==> config.mk <==
export PLATFORM = sky130hd
export DESIGN_NAME = axi_multi_port_bridge
export DESIGN_NICKNAME = d
export VERILOG_FILES = /design/src/rtl/axi_multi_port_bridge.sv
export SDC_FILE = /design/constraint.sdc
export NUM_CORES = 1
export LEC_CHECK = 0
export CORE_AREA = 2 2 159 161
export DETAILED_ROUTE_END_ITERATION = 8
export DIE_AREA = 0 0 161 163
export PLACE_DENSITY = 0.63
export SLEW_MARGIN = 20
export SYNTH_ARGS = -nofsm -noshare
export SYNTH_HDL_FRONTEND = slang
export SYNTH_SLANG_ARGS = --single-unit
export TNS_END_PERCENT = 5
==> constraint.sdc <==
create_clock -name aclk -period 1.74 [get_ports aclk]
set_input_delay 0.348 -clock aclk [delete_from_list [all_inputs] [get_ports aclk]]
set_output_delay 0.348 -clock aclk [all_outputs]
set_load 0.02 [all_outputs]
==> src/rtl/axi_multi_port_bridge.sv <==
// axi_multi_port_bridge: arbitrates N cache request ports onto one AXI4 master.
// Macro BRIDGE_FIXED_PRIO_EN selects fixed lowest-index priority over round-robin.
module axi_multi_port_bridge #(
  parameter int NUM_PORTS  = 2,
  parameter int ADDR_WIDTH = 32,
  parameter int DATA_WIDTH = 32,
  parameter int ID_WIDTH   = 4
) (
  input  logic                              aclk,
  input  logic                              reset,
  input  logic [NUM_PORTS-1:0]              port_ce,
  input  logic [NUM_PORTS-1:0]              port_we,
  input  logic [NUM_PORTS*ADDR_WIDTH-1:0]   port_addr,
  input  logic [NUM_PORTS*8-1:0]            port_len,
  input  logic [NUM_PORTS*DATA_WIDTH-1:0]   port_wdata,
  input  logic [NUM_PORTS*DATA_WIDTH/8-1:0] port_wmask,
  output logic [NUM_PORTS-1:0]              port_wdata_ready,
  output logic [DATA_WIDTH-1:0]             port_rdata,
  output logic [NUM_PORTS-1:0]              port_rdata_valid,
  output logic [NUM_PORTS-1:0]              port_rdata_last,
  output logic [NUM_PORTS-1:0]              port_write_finish,
  output logic                              ar_valid,
  input  logic                              ar_ready,
  output logic [ADDR_WIDTH-1:0]             ar_addr,
  output logic [ID_WIDTH-1:0]               ar_id,
  output logic [7:0]                        ar_len,
  output logic [2:0]                        ar_size,
  output logic [1:0]                        ar_burst,
  output logic                              ar_lock,
  output logic [3:0]                        ar_cache,
  output logic [2:0]                        ar_prot,
  output logic                              aw_valid,
  input  logic                              aw_ready,
  output logic [ADDR_WIDTH-1:0]             aw_addr,
  output logic [ID_WIDTH-1:0]               aw_id,
  output logic [7:0]                        aw_len,
  output logic [2:0]                        aw_size,
  output logic [1:0]                        aw_burst,
  output logic                              aw_lock,
  output logic [3:0]                        aw_cache,
  output logic [2:0]                        aw_prot,
  input  logic                              rd_valid,
  output logic                              rd_ready,
  input  logic [DATA_WIDTH-1:0]             rd_data,
  input  logic [ID_WIDTH-1:0]               rd_id,
  input  logic [1:0]                        rd_resp,
  input  logic                              rd_last,
  output logic                              wd_valid,
  input  logic                              wd_ready,
  output logic [DATA_WIDTH-1:0]             wd_data,
  output logic [DATA_WIDTH/8-1:0]           wstrb,
  output logic [ID_WIDTH-1:0]               wd_id,
  output logic                              wd_last,
  input  logic                              wr_valid,
  output logic                              wr_ready,
  input  logic [1:0]                        wr_breap,
  input  logic [ID_WIDTH-1:0]               wr_id
);

  localparam int STRB_W = DATA_WIDTH / 8;
  localparam int IDX_W  = (NUM_PORTS > 1) ? $clog2(NUM_PORTS) : 1;
  localparam logic [2:0] AX_SIZE = 3'($clog2(STRB_W));
  localparam logic [IDX_W-1:0] LAST_IDX = IDX_W'(NUM_PORTS - 1);

  typedef enum logic [2:0] {
    S_IDLE,
    S_AR,
    S_R,
    S_AW,
    S_W,
    S_B,
    S_DONE
  } state_t;

  state_t state_q;
  state_t state_d;

  logic [IDX_W-1:0]      arb_idx;
  logic                  arb_hit;
  logic [IDX_W-1:0]      gnt_q;
  logic [ADDR_WIDTH-1:0] addr_q;
  logic [7:0]            len_q;
  logic [7:0]            cnt_q;
  logic [ADDR_WIDTH-1:0] sel_addr;
  logic [7:0]            sel_len;
  logic                  sel_we;
  logic [DATA_WIDTH-1:0] gnt_wdata;
  logic [STRB_W-1:0]     gnt_wmask;
  logic [NUM_PORTS-1:0]  gnt_oh;
  logic                  resp_unused;

  // Error responses and IDs are not checked; the beat is taken regardless.
  assign resp_unused = ^{rd_resp, rd_id, wr_breap, wr_id};

`ifdef BRIDGE_FIXED_PRIO_EN
  // Lowest-index requester wins.
  always_comb begin
    arb_idx = '0;
    arb_hit = 1'b0;
    for (int i = NUM_PORTS - 1; i >= 0; i--) begin
      if (port_ce[i]) begin
        arb_idx = IDX_W'(i);
        arb_hit = 1'b1;
      end
    end
  end
`else
  localparam logic [IDX_W:0] NP_W = (IDX_W + 1)'(NUM_PORTS);

  logic [IDX_W-1:0]     ptr_q;
  logic [NUM_PORTS-1:0] ce_rot;
  logic [IDX_W-1:0]     rr_off;
  logic [IDX_W:0]       rr_sum;

  assign ce_rot = NUM_PORTS'({port_ce, port_ce} >> ptr_q);

  // First requester at or after the pointer, wrapping around.
  always_comb begin
    rr_off  = '0;
    arb_hit = 1'b0;
    for (int i = NUM_PORTS - 1; i >= 0; i--) begin
      if (ce_rot[i]) begin
        rr_off  = IDX_W'(i);
        arb_hit = 1'b1;
      end
    end
    rr_sum = {1'b0, ptr_q} + {1'b0, rr_off};
    if (rr_sum >= NP_W) begin
      rr_sum = rr_sum - NP_W;
    end
    arb_idx = rr_sum[IDX_W-1:0];
  end

  // Pointer moves past the port just served.
  always_ff @(posedge aclk or negedge reset) begin
    if (!reset) begin
      ptr_q <= '0;
    end else if (state_q == S_DONE) begin
      ptr_q <= (gnt_q == LAST_IDX) ? '0 : gnt_q + 1'b1;
    end
  end
`endif

  // Request fields of the port being granted.
  always_comb begin
    sel_addr = '0;
    sel_len  = '0;
    sel_we   = 1'b0;
    for (int i = 0; i < NUM_PORTS; i++) begin
      if (arb_idx == IDX_W'(i)) begin
        sel_addr = port_addr[i*ADDR_WIDTH +: ADDR_WIDTH];
        sel_len  = port_len[i*8 +: 8];
        sel_we   = port_we[i];
      end
    end
  end

  // Current write beat of the port holding the grant.
  always_comb begin
    gnt_wdata = '0;
    gnt_wmask = '0;
    for (int i = 0; i < NUM_PORTS; i++) begin
      if (gnt_q == IDX_W'(i)) begin
        gnt_wdata = port_wdata[i*DATA_WIDTH +: DATA_WIDTH];
        gnt_wmask = port_wmask[i*STRB_W +: STRB_W];
      end
    end
  end

  // State register.
  always_ff @(posedge aclk or negedge reset) begin
    if (!reset) begin
      state_q <= S_IDLE;
    end else begin
      state_q <= state_d;
    end
  end

  // Next-state logic.
  always_comb begin
    state_d = state_q;
    unique case (state_q)
      S_IDLE: begin
        if (arb_hit) begin
          state_d = sel_we ? S_AW : S_AR;
        end
      end
      S_AR: begin
        if (ar_ready) begin
          state_d = S_R;
        end
      end
      S_R: begin
        if (rd_valid && rd_last) begin
          state_d = S_DONE;
        end
      end
      S_AW: begin
        if (aw_ready) begin
          state_d = S_W;
        end
      end
      S_W: begin
        if (wd_ready && cnt_q == 8'd0) begin
          state_d = S_B;
        end
      end
      S_B: begin
        if (wr_valid) begin
          state_d = S_DONE;
        end
      end
      S_DONE: state_d = S_IDLE;
      default: state_d = S_IDLE;
    endcase
  end

  // Grant latch and write beat counter.
  always_ff @(posedge aclk or negedge reset) begin
    if (!reset) begin
      gnt_q  <= '0;
      addr_q <= '0;
      len_q  <= '0;
      cnt_q  <= '0;
    end else begin
      if (state_q == S_IDLE && arb_hit) begin
        gnt_q  <= arb_idx;
        addr_q <= sel_addr;
        len_q  <= sel_len;
      end
      if (state_q == S_AW && aw_ready) begin
        cnt_q <= len_q;
      end else if (state_q == S_W && wd_ready) begin
        cnt_q <= cnt_q - 8'd1;
      end
    end
  end

  assign gnt_oh = NUM_PORTS'(1) << gnt_q;

  assign ar_valid = (state_q == S_AR);
  assign ar_addr  = addr_q;
  assign ar_id    = ID_WIDTH'(gnt_q);
  assign ar_len   = len_q;
  assign ar_size  = AX_SIZE;
  assign ar_burst = 2'b01;
  assign ar_lock  = 1'b0;
  assign ar_cache = 4'd0;
  assign ar_prot  = 3'd0;

  assign aw_valid = (state_q == S_AW);
  assign aw_addr  = addr_q;
  assign aw_id    = ID_WIDTH'(gnt_q);
  assign aw_len   = len_q;
  assign aw_size  = AX_SIZE;
  assign aw_burst = 2'b01;
  assign aw_lock  = 1'b0;
  assign aw_cache = 4'd0;
  assign aw_prot  = 3'd0;

  assign rd_ready = (state_q == S_R);
  assign wr_ready = (state_q == S_B);

  assign wd_valid = (state_q == S_W);
  assign wd_data  = wd_valid ? gnt_wdata : '0;
  assign wstrb    = wd_valid ? gnt_wmask : '0;
  assign wd_id    = ID_WIDTH'(gnt_q);
  assign wd_last  = wd_valid && (cnt_q == 8'd0);

  assign port_rdata = rd_ready ? rd_data : '0;

  assign port_rdata_valid =
    (rd_ready && rd_valid) ? gnt_oh : '0;
  assign port_rdata_last =
    (rd_ready && rd_valid && rd_last) ? gnt_oh : '0;
  assign port_wdata_ready =
    (wd_valid && wd_ready) ? gnt_oh : '0;
  assign port_write_finish =
    (wr_ready && wr_valid) ? gnt_oh : '0;

endmodule

# Yosys cells after proc, flatten, opt, wreduce, memory -nomap -nowiden
# Cells that the tools add are included.
dict set report word_totals {
  out_inout_bits 200
  word_cells 65
  inputBits 208
  regBits 53
}
dict set report classes {
  reduce_logical 13
  order_cmp 1
  mux 27
  shifts 2
  eq_ne 12
  n_addsub 4
}
# cell n
set op_table {}
lappend op_table {{$mux 32} 4}
lappend op_table {{$mux 8} 3}
lappend op_table {{$mux 3} 6}
lappend op_table {{$pmux 3 s6} 1}
lappend op_table {{$mux 2} 5}
lappend op_table {{$eq 3x3->1 const B} 3}
lappend op_table {{$logic_and 1x1->1} 9}
lappend op_table {{$logic_not 8->1} 1}
lappend op_table {{$mux 4} 2}
lappend op_table {{$ne 2x1->1 const B} 4}
lappend op_table {{$sub 8x1->8 const B} 1}
lappend op_table {{$eq 3x2->1 const B} 2}
lappend op_table {{$mux 1} 6}
lappend op_table {{$reduce_and 6->1} 1}
lappend op_table {{$ne 2x2->1 const B} 2}
lappend op_table {{$shr 4x1->2} 1}
lappend op_table {{$eq 3x1->1 const B} 1}
lappend op_table {{$logic_not 3->1} 1}
lappend op_table {{$add 1x1->2} 1}
lappend op_table {{$ge 2x2->1 const B} 1}
lappend op_table {{$reduce_bool 2->1} 1}
lappend op_table {{$shl 1x1->2 const A} 1}
lappend op_table {{$add 1x1->1 const B} 1}
lappend op_table {{$sub 1x1->1 const B} 1}

# Depth between registers and ports, before layout
dict set report depth {
  depth_word 10
  depth_mapped 7
  mapped_depth_nobuf 6
}

# Worst setup path after synthesis
# No wires, ideal clock.
dict set report synth_timing {
  path_type {flip-flop to output port}
  from {register cnt_q[2]}
  to {output wd_last}
  t_required_ps 1392
  stages_incl_launch_ff 3
  n_path_buf 0
  arrival_ps 1643
  path_slack_ps -251
  cell_sequence {dfrtp_1 -> or4_4 -> nor4_1}
}
dict set report synth_between {
  elab_chain_cells 2
}
# item line
set synth_rtl {}
lappend synth_rtl {{start, declared} 83} ;# logic [7:0] cnt_q;
lappend synth_rtl {{start signal, assigned} 232} ;# cnt_q <= len_q;
lappend synth_rtl {{start signal, assigned} 234} ;# cnt_q <= cnt_q - 8'd1;
lappend synth_rtl {{$logic_not 8->1} 268} ;# assign wd_last = wd_valid && (cnt_q == 8'd0);
lappend synth_rtl {{$logic_and 1x1->1} 268}
lappend synth_rtl {{end, declared} 53} ;# output logic wd_last,
# Every way passes these cells.

# Worst setup path in the final report
dict set report layout_timing {
  from {register cnt_q[3]}
  to {output wd_last}
}
# Same word-level chain as after synthesis.

==> results by group <==
Yosys
  – Synth Warn #: 0
  – Mapped Area: 4080 um2
  – Seq cells post-synth: 53
  – Post-Synthesis Cells: 480
  – Synth Flop Type: dfrtp_1
  – Sequential area share after synthesis: 32.5%
  – Async SR Flop Fraction: 100%
  – Yosys cell types: 45
  – Syn_area_per_cell: 8.50 um2
  – Post-synth EDFFs: 0

STA
  – Final hold vios: 0
  – Final critical-path share of the clock period: 117%
  – Final WS setup: -293 ps
  – Final clock skew: 4.54 ps
  – Final min period: 2030 ps
  – Fmax: 492 MHz
  – Setup TNS: -12140 ps
  – Slew Viols, Final: 0
  – Final setup vio count: 81
  – RSZ-0062 raised after global routing: yes

Place
  – Post-Place Cells: 1139
  – Dpl ws: -389 ps
  – HPWL after DPL: 12.8 mm
  – RePlAce Congestion: 0.772
  – IO Port Bufs: 360

Finish
  – Fin util: 33.9%
  – Final net count: 1033
  – Share of cells above drive strength 1: 25.0%
  – ANT cells: 0
  – Non-Filler Instances: 1154
  – Syn-to-layout area delta: 105%

Drt
  – Antenna viol nets, final: 0
  – First drt pass iteration count: 4
  – DRC viols: 0
  – WL final: 16.3 mm
  – Routed WL per cell: 14.1 um
  – DR vias/cell: 3.81
  – Drt initial violations: 107
  – Via count: 4399

Pwr
  – P_leak: 3.69 nW
  – PD cells: 1540 nW/um2
  – VDD IR-drop max: 0.589 mV

Setup path
  – Crit path capture type: output pin
  – Worst-path fanout max: 3
  – WP data arrival: 1690 ps
  – CP Launch Type: flop
  – CP Data Required Time: 1390 ps
  – Crit Path Category: reg -> out

Global routing
  – GRT Total Usage: 11.4%
  – Vias in the first global route: 4324
  – Global-route wire length before repair: 23.8 mm
  – Initial antenna violation count: 2
  – Remaining Overflow, GRT: 0
  – Largest net degree at the start of global routing: 81

Clocking
  – Root Driver: clkbuf_16
  – H-tree depth: 2
  – Total CTS buffers: 5
  – TritonCTS clock tree: built
  – Max clock buf depth: 2
  – Clock sink count: 53
  – Reg clk slew, reported paths: 70 ps
  – Worst-Skew Late Latency: 290 ps

Run status
  – Failing checks: negative setup slack
  – Outcome: complete, but fails checks

Floorplan
  – IO Count: 408
  – Full die area: 26200 um2
  – Horiz. Die Dim: 161 um
  – Core area: 24700 um2
  – DIE HEIGHT: 163 um
  – Initial Util: 16.5%
  – # rows: 58

Job
  – MaxCap Viol Count: 0

Min path
  – Hold WC Path Type: in -> async
==> power by group <==
group          leakage, nW  total, W  switching (W)  internal (W)
logic                 3.01   0.00943        0.00473       0.00470
registers            0.600   0.00246       0.000617       0.00185
clock network       0.0712   0.00102       0.000479      0.000539
==> cell usage after synthesis (2+ instances only) <==
cell | n | area [um2]
conb_1 | 2 | 7.51
a221o_1 | 3 | 30.0
nor4_1 | 2 | 12.5
a21oi_1 | 44 | 220
nor2_1 | 90 | 338
nand2b_1 | 5 | 31.3
and2_1 | 35 | 219
dfrtp_1 | 53 | 1330
and3_1 | 2 | 12.5
nor3_1 | 7 | 35.0
mux2i_1 | 78 | 781
nand2_1 | 11 | 41.3
buf_6 | 3 | 33.8
ha_1 | 2 | 25.0
inv_2 | 2 | 7.51
o21ai_1 | 5 | 25.0
clkbuf_1 | 14 | 52.6
inv_1 | 5 | 18.8
buf_4 | 78 | 586
buf_1 | 12 | 45.0
a211o_1 | 3 | 26.3
==> cell type report <==
| type | count | area (um2) |
|---|---|---|
| inverters | 8 | 31.3 |
| clock buffers | 6 | 129 |
| fillers | 2557 | 16300 |
| repair buffers | 411 | 4110 |
| clock inverters | 2 | 13.8 |
| multi-input cells | 344 | 2330 |
| well taps | 330 | 413 |
| flip-flops and latches | 53 | 1330 |
==> cells in the final DEF (no fill, tap or decap), drive strengths merged, types with 2 or more instances in the layout <==
master / instances
buf: 132
and3: 2
dlygate4sd2: 9
a221o: 3
or4: 2
nand2b: 6
o21ai: 5
ha: 2
clkbuf: 9
nor3: 7
inv: 8
clkdlybuf4s50: 261
a21oi: 45
conb: 35
clkdlybuf4s15: 2
nand2: 11
a211o: 3
nor4: 2
dfrtp: 53
and2: 35
nor2: 90
mux2i: 78
dlymetal6s2s: 4
==> what timing repair did <==
item / in CTS / in global routing
pin swaps: 4 / 20
cloned: 0 / 4
resized for setup: 416 / 114
setup endpoints to repair: 94 / 128
hold buffers: 0 / 0
buffers inserted: 0 / 3
==> final timing paths <==
| kind | startpoint | end | slack [ps] | depth (start not counted) |
|---|---|---|---|---|
| min in group aclk | ar_addr[18]$_DFFE_PN0P_ | ar_addr[18]$_DFFE_PN0P_ | 550 | 2 |
| max in group asynchronous | reset | gnt_q$_DFFE_PN0P_ | 1410 | 2 |
| min reg2reg | ar_addr[18]$_DFFE_PN0P_ | ar_addr[18]$_DFFE_PN0P_ | 550 | 2 |
| min | reset | ar_addr[19]$_DFFE_PN0P_ | 50 | 2 |
| max reg2reg | cnt_q[3]$_DFFE_PN0P_ | state_q[0]$_DFFE_PN0P_ | -280 | 4 |
| max | cnt_q[3]$_DFFE_PN0P_ | wd_last | -290 | 4 |
==> stage by stage <==
step	hold slack (ps)	area, um2	power (W)
3_5_place_dp	384	7910	0.0114
2_1_floorplan	52.4	4210	0.00761
4_1_cts	56.3	7910	0.0123
6_report	49.0	8360	0.0129
3_3_place_gp	382	7910	0.0113
5_1_grt	70.9	8360	0.0138
==> critical path, cell delays in order, from the launching register on <==
cell and delay, ps:
dfrtp_1 390, or4_4 580, nor4_4 150, buf_4 160, buf_6 110
==> routing by layer <==
layer / track usage (%) / wire length, um / up-vias
met5: 0 / 26 / -
met1: 13.8 / 6740 / 1989
met4: 2.56 / 231 / 4
met2: 20.7 / 8280 / 201
li1: - / - / 2187
met3: 2.44 / 1020 / 18
==> state kept, by name, summed over array words and instances (netlist names) <==
name     flops
ar_addr     32
ar_len       8
cnt_q        8
gnt_q        1
ptr_q        1
state_q      3
==> kinds of logic after synthesis <==
family	count (synthesis)	synth area share (%)
buffers and inverters	116	18.5
adder cells (fa/ha/maj)	3	0.859
AND/OR/NAND/NOR	161	18.9
XOR/XNOR	1	0.215
multiplexers	78	19.1
other	2	0.184
AO/OA/AOI/OAI	66	9.72
flip-flops	53	32.5
No activity file was read; power rests on OpenSTA's default activity.
